## config.mk

```make
export PLATFORM = sky130hd
export DESIGN_NAME = mux
export DESIGN_NICKNAME = d
export VERILOG_FILES = /design/src/rtl/mux.sv
export SDC_FILE = /design/constraint.sdc
export NUM_CORES = 1
export LEC_CHECK = 0
export ABC_CLOCK_PERIOD_IN_PS = 1700
export BUFFER_PORTS_ARGS = -buffer_cell sky130_fd_sc_hd__buf_2
export CAP_MARGIN = 20
export CORE_MARGIN = 2
export CORE_UTILIZATION = 41
export CTS_CLUSTER_DIAMETER = 30
export DETAILED_ROUTE_END_ITERATION = 7
export PLACE_DENSITY = 0.67
export SLEW_MARGIN = 20
export SYNTH_ARGS = -nofsm -noshare
export SYNTH_HDL_FRONTEND = slang
export SYNTH_SLANG_ARGS = --single-unit
export TNS_END_PERCENT = 20
```

## constraint.sdc

```tcl
create_clock -name clk -period 1.7 [get_ports clk]
set_input_delay 0.34 -clock clk [delete_from_list [all_inputs] [get_ports clk]]
set_output_delay 0.34 -clock clk [all_outputs]
set_load 0.01 [all_outputs]
```

## src/rtl/mux.sv

```systemverilog
// rtl/mux.sv - two-input mux with registered copy, sampled select and saturating select-transition counter
module mux #(
    parameter int unsigned WIDTH = 1,
    parameter int unsigned CNT_W = 16
) (
    input  logic             clk,
    input  logic             rst,
    input  logic [WIDTH-1:0] a,
    input  logic [WIDTH-1:0] b,
    input  logic             sel,
    output logic [WIDTH-1:0] o,
    output logic [WIDTH-1:0] o_q,
    output logic             sel_q,
    output logic [CNT_W-1:0] sel_changes
);

    logic [WIDTH-1:0] out_q;
    logic [WIDTH-1:0] out_d;
    logic             sel_prev_q;
    logic             sel_prev_d;
    logic [CNT_W-1:0] cnt_q;
    logic [CNT_W-1:0] cnt_d;
    logic             sel_edge;
    logic             cnt_sat;

    // Combinational select; an unknown select drives X rather than quietly picking a.
    always_comb begin
        case (sel)
            1'b0:    o = a;
            1'b1:    o = b;
            default: o = {WIDTH{1'bx}};
        endcase
    end

    // Transition detect against the previously sampled select, and counter saturation flag.
    always_comb begin
        sel_edge = sel ^ sel_prev_q;
        cnt_sat  = (cnt_q == {CNT_W{1'b1}});
    end

    // Next-state: capture the live mux result and select, bump the counter unless it is pinned.
    always_comb begin
        out_d      = o;
        sel_prev_d = sel;
        cnt_d      = cnt_q;
        if (sel_edge && !cnt_sat) begin
            cnt_d = cnt_q + CNT_W'(1);
        end
    end

    // State registers; reset wins over any same-cycle update, including a count.
    always_ff @(posedge clk) begin
        if (rst) begin
            out_q      <= '0;
            sel_prev_q <= 1'b0;
            cnt_q      <= '0;
        end else begin
            out_q      <= out_d;
            sel_prev_q <= sel_prev_d;
            cnt_q      <= cnt_d;
        end
    end

    assign o_q         = out_q;
    assign sel_q       = sel_prev_q;
    assign sel_changes = cnt_q;

endmodule

```

### Yosys cells after proc, flatten, opt, wreduce, memory -nomap -nowiden

Cells that the tools add are included.

| operators by class | value |
|---|---|
| bitwise operators | 2 |
| muxes and demuxes | 1 |
| reductions and logical operators | 2 |
| add/sub/neg operators | 1 |
| equal/unequal tests | 1 |

Operator list:

| operator | count |
|---|---|
| $add 16x1->16 const B | 1 |
| $eq 16x16->1 const B | 1 |
| $pmux 1 s2 | 1 |
| $logic_and 1x1->1 | 1 |
| $logic_not 1->1 | 1 |
| $not 1->1 | 1 |
| $xor 1x1->1 | 1 |

| word-level totals | value |
|---|---|
| flip-flop bits (word level) | 18 |
| output and inout port bits | 19 |
| logic and storage cells | 10 |

### Depth between registers and ports, before layout

| depth | value |
|---|---|
| word-level depth | 3 |
| depth in mapped cells | 6 |

### Worst setup path after synthesis

Ideal clock, no wire load.

| timing path | value |
|---|---|
| path type | register to register |
| start | reg cnt_q[0], in the netlist sel_changes[0] |
| end | reg cnt_q[11], in the netlist sel_changes[11] |
| setup slack | 35 ps |
| period minus slack after synthesis | 1,665 ps |
| cell stages (with the launch flop) | 6 |
| data required time | 1,629 ps |
| arrival time | 1,594 ps |
| cell sequence | dfxtp_1 > ha_1 > and3_1 > and4_1 > or4_1 > a21oi_1 |

| on the way | value |
|---|---|
| word-level cells in the longest chain between the ends | 3 |
| elaborated cells between the ends (all ways) | 4 |
| classes of those cells | add/sub: 1; eq/ne: 1; reduce/logical: 2 |

RTL lines:

| what | line | text |
|---|---|---|
| start: declaration | 21 | `logic [CNT_W-1:0] cnt_q;` |
| start signal: assignment | 60 | `cnt_q <= cnt_d;` |
| branches (longest 3 deep; another with $add 16x1->16) | - |  |

Several ways; the timed one is not identified.
A chain may end at the register's enable or synchronous reset.

### Worst setup path after layout

Ends and elaborated chain as after synthesis.

==> impl_metrics.ini <==
[power]
pwr-share-clk_pct = 25.0
internal_power_mw = 0.6058
power_switching_mw = 0.2360
finalPower_mw = 0.8418
pwr-share-comb_pct = 20.7
swShare_pct = 28.03
ir_worst_vdd_mv = 0.5205
powerDensity_nw_per_um2 = 662.2
leakage_nw = 0.5429
sequentialPowerShare_pct = 54.3

[clocking]
cts.sinks = 18
cts_tree = done
cts-root-buf = clkbuf_4
cts_buffers = 3
clk_pin_slew_worst_paths_ns = 0.10
h-tree-depth = 1
insertion_delay_ns = 0.29
cts_max_path_buffers = 2
ctsHoldBuffers = 0

[timing]
skew_ns = 0.008598
fin_setup_tns_ns = 0
rsz0062_at_grt = no
relSlewSlack_pct = 80.23
hold_viol_final = 0
max_freq_mhz = 622.2
period_minus_slack_ns = 1.607
min_period_over_period_pct = 94.54
tightest_slew_ns = 0.2927
setup_viol = 0
maxSlewViolCount = 0

[critical_path]
cp-end-kind = flip-flop
start_kind = flip-flop
cp.arrival_ns = 1.84
worstPathMaxFanout = 4
reg2reg_from = sel_changes[0]
cp_data_required_time_ns = 1.94
worstSetupStartpoint = sel_changes[0]
worst-setup-path-type = flip-flop to flip-flop

[run_status]
status = finished clean

[synth]
synth-seq-cells = 18
yosys_warnings = 0
avgSynthCellArea_um2 = 8.814
synth_fp_nets = 119
async_flop_share_pct = 0
netlist_area_um2 = 996.0
synth-edff-count = 0
syn_inst = 113
yosys.cell_types.count = 36
synth_ff_type = dfxtp_1
ys_seq_area_share_pct = 36.18

[placement]
place_congestion = 0.8656
dp_hpwl_um = 1842
numPortBuffers = 23

[floorplanning]
start_util_pct = 44.17
coreArea_um2 = 2255
row_count = 17
dieArea_um2 = 2839
ios = 24
die_x_um = 53.29
die_h_um = 53.29

[layout]
final_cell_mix = buf_2, dfxtp_1, buf_4
antenna_cells_inserted = 0
drive_above_1_share_pct = 35.57
nNetsFinal = 157
final_common_cell = buf_2
syn2layout_area_growth_pct = 27.64

[global_route]
grt_pass1_vias = 926
track_usage_pct = 20.21
antenna_found_initial = 0
grt_max_degree = 13
grt-ovfl-total = 0
grt_pass1_wl_um = 4126

[route]
drt_iter0_drc = 18
routed_wl_um = 2476
ant_nets = 0
detail_route.wl_per_cell_um = 13.99
drc = 0
drt-pass1-iter-count = 4
vias = 1036
via_per_inst = 5.853

[hold_path]
min_path_type = input port to flip-flop
min-delay-start = rst

[job]
maxCapViolCount = 0
[stage by stage]
step | area [um2] | utilization (%) | setup WS, ns | std cells | hold WS [ns]
global placement | 1236 | 54.83 | 0.1008 | 174 | 0.4802
detailed placement | 1236 | 54.83 | 0.03108 | 174 | 0.5083
global route | 1271 | 56.38 | 0.01702 | 177 | 0.3387
floorplan | 996.0 | - | 0.03508 | 113 | 0.4682
CTS | 1259 | 55.83 | 0.01119 | 177 | 0.3329
finish | 1271 | 56.38 | 0.09287 | 177 | 0.3275
[layout make-up]
cell class,count,area [um2]
tap,28,35.03
multi-input combinational,88,621.8
timing repair buffer,37,220.2
sequential,18,360.3
inverter,3,11.26
clock buffer,3,22.52
fill,239,983.4
[power groups by stage]
stage	combinational, mW	clock (mW)	sequential (mW)
6_report	0.174	0.211	0.457
5_1_grt	0.190	0.235	0.461
4_1_cts	0.172	0.222	0.457
3_5_place_dp	0.171	0	0.467
3_3_place_gp	0.169	0	0.466
2_1_floorplan	0.0739	0	0.487
[final timing paths]
kind | endpoint | slack, ns | cells past startpoint
max | sel_changes[11] | 0.09 | 5
min | sel_changes[11] | 0.33 | 2
max reg2reg | sel_changes[11] | 0.09 | 5
min reg2reg | sel_changes[11] | 0.53 | 2
[kinds of logic (layout without fill, tap and decap cells)]
kind of cell | Yosys count | count (layout) | share of synthesized area, %
adder cells (fa/ha/maj) | 1 | 1 | 1.256
AO/OA/AOI/OAI | 27 | 27 | 18.97
buffers and inverters | 7 | 43 | 2.638
multiplexers | 4 | 4 | 4.522
flip-flops | 18 | 18 | 36.18
AND/OR/NAND/NOR | 54 | 54 | 33.17
XOR/XNOR | 2 | 2 | 3.267
[state kept, by name, indices dropped and copies added (netlist names)]
name,flops
sel_q,1
o_q,1
sel_changes,16
[critical path, cell delays in order, from the launching register on]
cell and delay [ns]:
dfxtp_1 0.33, ha_2 0.20, and3_1 0.20, and4_4 0.19, or4_1 0.49, a21oi_2 0.15
[synthesized netlist by cell type (2+ instances only)]
master / n / area [um2]
nor2b_1: 5 / 31.28
nor2_1: 8 / 30.03
dfxtp_1: 18 / 360.4
o311ai_0: 2 / 17.52
and2_1: 2 / 12.51
o21ai_0: 2 / 10.01
a21oi_1: 6 / 30.03
o31ai_1: 3 / 22.52
nand2_1: 5 / 18.77
nand3_1: 6 / 30.03
inv_1: 2 / 7.510
or4_1: 4 / 30.03
nand4_1: 4 / 25.02
and3_1: 5 / 31.28
clkbuf_1: 4 / 15.01
and4_1: 5 / 43.79
o211ai_1: 2 / 15.01
mux2_2: 4 / 45.04
nor3_1: 5 / 25.02
a31oi_1: 5 / 31.28
[per-layer routing]
| layer | global-route usage, % | wire length [um] | vias up |
|---|---|---|---|
| met3 | 6.497 | 125 | 2 |
| met1 | 25.77 | 1148 | 489 |
| met4 | 5.556 | 17 | 0 |
| met2 | 32.30 | 1184 | 30 |
| li1 | - | - | 515 |
| met5 | 0 | 0 | - |
[what timing repair did]
| item | 4_1_cts | 5_1_grt |
|---|---|---|
| setup endpoints to repair | 0 | 2 |
| resized for setup | 0 | 4 |
| buffers inserted | 0 | 0 |
No activity file was read; power rests on OpenSTA's default activity.
